$ cat src/rtl/cla_pkg.sv
// cla_pkg: op encoding and parameter-legality helpers shared by the CLA pipe.
package cla_pkg;

  typedef enum logic {
    CLA_ADD = 1'b0,
    CLA_SUB = 1'b1
  } cla_op_e;

  localparam int CLA_MIN_WIDTH = 4;
  localparam int CLA_MAX_WIDTH = 64;

  function automatic bit cla_legal(int width, int block);
    bit blk_ok;
    blk_ok = (block == 2) || (block == 4) || (block == 8);
    return blk_ok
      && (width >= CLA_MIN_WIDTH)
      && (width <= CLA_MAX_WIDTH)
      && ((width % block) == 0);
  endfunction

endpackage

$ cat src/rtl/module_cla_group.sv
// module_cla_group: BLOCK-bit combinational lookahead group.
// Produces group sum for a given carry-in plus group propagate/generate.
module module_cla_group
  import cla_pkg::*;
#(
  parameter int BLOCK = 4
) (
  input  logic [BLOCK-1:0] a_i,
  input  logic [BLOCK-1:0] b_i,
  input  logic             cin_i,
  output logic [BLOCK-1:0] sum_o,
  output logic             p_o,
  output logic             g_o
);

  logic [BLOCK-1:0] p;
  logic [BLOCK-1:0] g;
  logic [BLOCK:0]   c;

  assign p = a_i ^ b_i;
  assign g = a_i & b_i;

  always_comb begin
    c    = '0;
    c[0] = cin_i;
    for (int i = 0; i < BLOCK; i++) begin
      c[i+1] = g[i] | (p[i] & c[i]);
    end
  end

  assign sum_o = p ^ c[BLOCK-1:0];

  always_comb begin
    g_o = 1'b0;
    p_o = 1'b1;
    for (int i = 0; i < BLOCK; i++) begin
      g_o = g[i] | (p[i] & g_o);
      p_o = p_o & p[i];
    end
  end

endmodule

$ cat src/rtl/module_cla_pipe.sv
// module_cla_pipe: 2-stage carry-lookahead add/sub with valid/ready flow.
// Optional signed-overflow flag enabled by defining CLA_OVERFLOW_EN.
module module_cla_pipe
  import cla_pkg::*;
#(
  parameter int WIDTH = 16,
  parameter int BLOCK = 4
) (
  input  logic             clk_pi,
  input  logic             rst_pi,
  input  logic             valid_pi,
  output logic             ready_po,
  input  logic             op_pi,
  input  logic [WIDTH-1:0] a_pi,
  input  logic [WIDTH-1:0] b_pi,
  input  logic             cin_pi,
  output logic             valid_po,
  input  logic             ready_pi,
  output logic [WIDTH:0]   result_po,
  output logic             ovf_po
);

  localparam int NG = WIDTH / BLOCK;

  if (!cla_legal(WIDTH, BLOCK)) begin : g_bad_cfg
    $error("module_cla_pipe: illegal WIDTH/BLOCK combination");
  end

  cla_op_e          op_in;
  logic [WIDTH-1:0] b_inv;
  logic [NG-1:0]    grp_p;
  logic [NG-1:0]    grp_g;
  logic [WIDTH-1:0] unused_s1_sum;

  logic             s1_valid_q, s1_valid_d;
  cla_op_e          s1_op_q;
  logic             s1_cin_q;
  logic [WIDTH-1:0] s1_a_q;
  logic [WIDTH-1:0] s1_b_q;
  logic [NG-1:0]    s1_p_q;
  logic [NG-1:0]    s1_g_q;

  logic             valid_q, valid_d;
  logic [WIDTH:0]   res_q, res_d;

  logic [NG:0]      gc;
  logic [WIDTH-1:0] sum;
  logic [NG-1:0]    unused_s2_p;
  logic [NG-1:0]    unused_s2_g;

  logic s1_adv, ready, accept, s2_load;

  assign op_in = cla_op_e'(op_pi);
  assign b_inv = b_pi ^ {WIDTH{op_pi}};

  always_comb begin
    s1_adv     = !valid_q | ready_pi;
    ready      = !s1_valid_q | s1_adv;
    accept     = valid_pi & ready;
    s2_load    = s1_adv & s1_valid_q;
    s1_valid_d = ready ? valid_pi : s1_valid_q;
    valid_d    = s1_adv ? s1_valid_q : valid_q;
  end

  for (genvar k = 0; k < NG; k++) begin : g_grp
    module_cla_group #(.BLOCK(BLOCK)) u_pg (
      .a_i   (a_pi[k*BLOCK +: BLOCK]),
      .b_i   (b_inv[k*BLOCK +: BLOCK]),
      .cin_i (1'b0),
      .sum_o (unused_s1_sum[k*BLOCK +: BLOCK]),
      .p_o   (grp_p[k]),
      .g_o   (grp_g[k])
    );

    module_cla_group #(.BLOCK(BLOCK)) u_sum (
      .a_i   (s1_a_q[k*BLOCK +: BLOCK]),
      .b_i   (s1_b_q[k*BLOCK +: BLOCK]),
      .cin_i (gc[k]),
      .sum_o (sum[k*BLOCK +: BLOCK]),
      .p_o   (unused_s2_p[k]),
      .g_o   (unused_s2_g[k])
    );
  end

  // Group-level carry chain over the P/G captured in S1.
  always_comb begin
    gc    = '0;
    gc[0] = (s1_op_q == CLA_SUB) ? 1'b1 : s1_cin_q;
    for (int k = 0; k < NG; k++) begin
      gc[k+1] = s1_g_q[k] | (s1_p_q[k] & gc[k]);
    end
    res_d = {gc[NG], sum};
  end

  always_ff @(posedge clk_pi or posedge rst_pi) begin
    if (rst_pi) begin
      s1_valid_q <= 1'b0;
      s1_op_q    <= CLA_ADD;
      s1_cin_q   <= 1'b0;
      s1_a_q     <= '0;
      s1_b_q     <= '0;
      s1_p_q     <= '0;
      s1_g_q     <= '0;
    end else begin
      s1_valid_q <= s1_valid_d;
      if (accept) begin
        s1_op_q  <= op_in;
        s1_cin_q <= cin_pi;
        s1_a_q   <= a_pi;
        s1_b_q   <= b_inv;
        s1_p_q   <= grp_p;
        s1_g_q   <= grp_g;
      end
    end
  end

  always_ff @(posedge clk_pi or posedge rst_pi) begin
    if (rst_pi) begin
      valid_q <= 1'b0;
      res_q   <= '0;
    end else begin
      valid_q <= valid_d;
      if (s2_load) begin
        res_q <= res_d;
      end
    end
  end

`ifdef CLA_OVERFLOW_EN
  logic c_msb_in;
  logic ovf_q, ovf_d;

  // Carry into the MSB recovered from its sum bit and operand bits.
  assign c_msb_in = sum[WIDTH-1] ^ s1_a_q[WIDTH-1] ^ s1_b_q[WIDTH-1];
  assign ovf_d    = gc[NG] ^ c_msb_in;

  always_ff @(posedge clk_pi or posedge rst_pi) begin
    if (rst_pi) begin
      ovf_q <= 1'b0;
    end else if (s2_load) begin
      ovf_q <= ovf_d;
    end
  end

  assign ovf_po = ovf_q;
`else
  assign ovf_po = 1'b0;
`endif

  assign ready_po  = ready;
  assign valid_po  = valid_q;
  assign result_po = res_q;

endmodule
$ cat config.mk
export PLATFORM = sky130hd
export DESIGN_NAME = module_cla_pipe
export DESIGN_NICKNAME = d
export VERILOG_FILES = /design/src/rtl/cla_pkg.sv /design/src/rtl/module_cla_group.sv /design/src/rtl/module_cla_pipe.sv
export SDC_FILE = /design/constraint.sdc
export NUM_CORES = 1
export LEC_CHECK = 0
export CAP_MARGIN = 20
export CORE_UTILIZATION = 57
export CTS_CLUSTER_DIAMETER = 150
export DETAILED_ROUTE_END_ITERATION = 6
export PLACE_DENSITY = 0.91
export SLEW_MARGIN = 20
export SYNTH_ARGS = -nofsm -noshare
export SYNTH_HDL_FRONTEND = slang
export SYNTH_SLANG_ARGS = --single-unit
$ cat constraint.sdc
create_clock -name clk_pi -period 6.1 [get_ports clk_pi]
set_clock_uncertainty 0.1 [all_clocks]
set_input_delay 1.22 -clock clk_pi [delete_from_list [all_inputs] [get_ports clk_pi]]
set_output_delay 1.22 -clock clk_pi [all_outputs]
set_load 0.03 [all_outputs]
==> results by group <==
GRT
  • Largest net degree at the start of global routing: 62
  • GR Util All Layers: 21.18%
  • Vias in the first global route: 2116
  • Global-route wire length before repair: 9.942 mm
  • Initial antenna violation count: 0
  • Total gr overflow: 0

Power and ir drop
  • Sw frac: 32.70%
  • Clock power share: 23.1%
  • Leak: 0.001901 uW
  • NetSw: 496.2 uW
  • Power Density: 369.3 nW/um^2
  • Int Pwr: 1021 uW
  • Sequential share of power: 38.4%
  • Comb pwr share: 38.6%
  • Total power: 1517 uW
  • Max rail drop VDD: 231.5 uV

Setup path
  • Crit-path cells: clkdlybuf4s50_1 -> nand3b_4 -> clkdlybuf4s50_1
  • Crit path launch type: input pin
  • Critical path type: input pin to output pin
  • Worst path required time: 4780 ps
  • Crit path DAT: 2540 ps
  • Crit Path Max Fanout: 3
  • Worst path most repeated cell: clkdlybuf4s50_1
  • Max stage delay cell, worst path: clkdlybuf4s50_1
  • Worst path max stage delay: 680 ps
  • Critical Path End Type: output pin

CTS
  • Htree depth: 3
  • Hold Buf Count CTS: 0
  • Post-CTS sizing: 0
  • Setup Buffers After CTS: 0
  • Worst-Skew Late Latency: 330 ps
  • Total CTS buffers: 9
  • CTS tree: yes
  • Maximum root-to-sink buffer count: 2
  • CTS Root Cell: clkbuf_8
  • Clk slew on worst S/H paths: 70 ps
  • Clock Sink Count: 61

STA
  • Slew @ Worst Pin: 1021 ps
  • Setup TNS: 0 ps
  • RSZ-0062 raised after global routing: no
  • Fin Hold WS: 405.9 ps
  • Final min period: 3863 ps
  • Final worst-path cycle share: 63.33%
  • Fmax: 258.9 MHz
  • Relative slew slack: 31.69%
  • Max Slew Vio Count: 0
  • Final setup violating endpoints: 0
  • Final hold violation count: 0

Logic synthesis
  • Sequential area share after synthesis: 45.05%
  • Post-synth EDFFs: 0
  • Synth unique cells: 32
  • Mean Syn Cell Area: 14.99 um^2
  • Mapped cell area: 3388 um^2
  • Top FF cell, synth: dfrtp_1
  • Post-synthesis sequential element count: 61
  • Ys async rst share: 100.0%
  • Synth warnings: 0
  • Syn Inst Count: 226
  • Syn Nets: 292

Cells and area
  • Proportion of layout cells with a drive suffix above 1: 25.86%
  • FILL cells: 383
  • FF+latch area: 1526 um^2
  • Multi-input gate area: 1695 um^2
  • Area Growth Syn to Fin: 21.27%
  • Antenna Cells: 0
  • Fin nets: 351

Routing
  • Final ANT Viol Nets: 0
  • Total number of vias: 1912
  • Detailed Route WL: 5.786 mm
  • DR pass1 iterations: 5
  • # DRC: 0
  • Vias per inst: 5.282
  • Drt initial violations: 97
  • Drt wl/cell: 15.98 um

Floorplanning
  • # IOs: 58
  • DIE AREA: 6257 um^2
  • Initial cell density of the core: 60.42%
  • DIE WIDTH: 79.10 um
  • Rows: 27
  • Chip Height: 79.10 um
  • Core area: 5608 um^2

Placed design
  • Number of port buffers: 56
  • Final Wtd Congestion: 0.7662
  • DP Wirelength: 4.077 mm

Job
  • Max-cap viol count: 0

Hold path
  • Min-delay worst type: register to register

Run status
  • Outcome: complete, no violations
## per-stage QoR
stage	utilization (%)	worst slack, ps	area (um^2)	cells
after floorplan	-	3267	3388	226
after global placement	69.86	2241	3918	346
after detailed placement	69.86	2230	3918	346
after CTS	73.27	2228	4109	362
after global routing	73.27	2187	4109	362
final	73.27	2237	4109	362
## cell type report
class / count / area share [%]
Inverter: 10 / 0.9135
Multi-Input combinational cell: 146 / 41.26
Clock inverter: 5 / 1.218
Tap cell: 72 / 2.192
Clock buffer: 11 / 3.441
Timing Repair Buffer: 57 / 13.82
Sequential cell: 61 / 37.15
## sequential cells by signal, summed over array words and instances (netlist names)
register    flops
result_po      17
s1_a_q         16
s1_b_q         16
s1_cin_q        1
s1_g_q          4
s1_op_q         1
s1_p_q          4
s1_valid_q      1
valid_po        1
## cell families (layout without fill, tap and decap cells)
| logic type | count (synthesis) | in the layout | synth area share [%] |
|---|---|---|---|
| compound gates | 21 | 21 | 3.951 |
| xor+xnor | 24 | 24 | 6.204 |
| fa+ha+maj | 28 | 28 | 13.00 |
| buf+inv | 19 | 83 | 4.911 |
| flops | 61 | 61 | 45.05 |
| mux | 57 | 57 | 23.08 |
| other cells | 1 | 1 | 0.1107 |
| simple gates | 15 | 15 | 3.693 |
## power groups by stage
stage,registers (uW),logic (uW),clock network [uW]
after floorplan,690,291,0
after global placement,584,574,0
after detailed placement,590,590,0
after CTS,584,594,357
after global routing,596,633,378
final,582,586,350
## per-layer routing
metal | share of wire, % | vias to the layer above | global-route usage, %
met1 | 45 | 965 | 26.40
li1 | - | 904 | -
met5 | 0 | - | 0
met2 | 51 | 38 | 36.55
met3 | 3.4 | 5 | 5.517
met4 | 0.76 | 0 | 5.455
## synthesized netlist by cell type (2+ instances only)
library cell	instances	area, um^2
a21oi_1	9	45.04
inv_1	10	37.54
dfrtp_1	61	1526
mux2_2	13	146.4
a41oi_1	2	17.52
ha_1	16	200.2
buf_12	4	80.08
xor2_1	16	140.1
o21a_1	2	15.01
nand4_1	4	25.02
xnor2_1	8	70.07
fa_1	12	240.2
mux2_4	39	585.6
mux2i_1	5	50.05
or2_2	2	12.51
nand2_1	2	7.510
buf_4	2	15.01
o21ai_0	3	15.01
buf_6	3	33.78
## critical path, delay by kind of cell
family                 cells  cell delay [ps]
and+or+nand+nor            1              170
buffers and inverters      2             1150
## worst paths after layout
kind | from | end | slack (ps) | cells past startpoint
max | ready_pi | ready_po | 2240 | 3
min | result_po[14]$_DFFE_PP0P_ | result_po[14]$_DFFE_PP0P_ | 410 | 1
max reg2reg | s1_cin_q$_DFFE_PP0P_ | result_po[11]$_DFFE_PP0P_ | 3190 | 10
min reg2reg | result_po[14]$_DFFE_PP0P_ | result_po[14]$_DFFE_PP0P_ | 410 | 1
max in group asynchronous | rst_pi | s1_a_q[6]$_DFFE_PP0P_ | 4070 | 3
min in group asynchronous | rst_pi | result_po[5]$_DFFE_PP0P_ | 1330 | 3
## cell usage in the layout, fill, tap and decap left out, types with 8 or more instances in the layout
cell             netlist  layout
xor2_1                16      16
dfrtp_1               61      61
mux2_4                39      39
clkbuf_8               0      10
fa_1                  12      12
inv_1                 10       9
clkdlybuf4s50_1        0      56
mux2_2                13      13
xnor2_1                8       8
ha_1                  16      16
a21oi_1                9       9
Note: power is estimated with default switching activity, not from simulation.
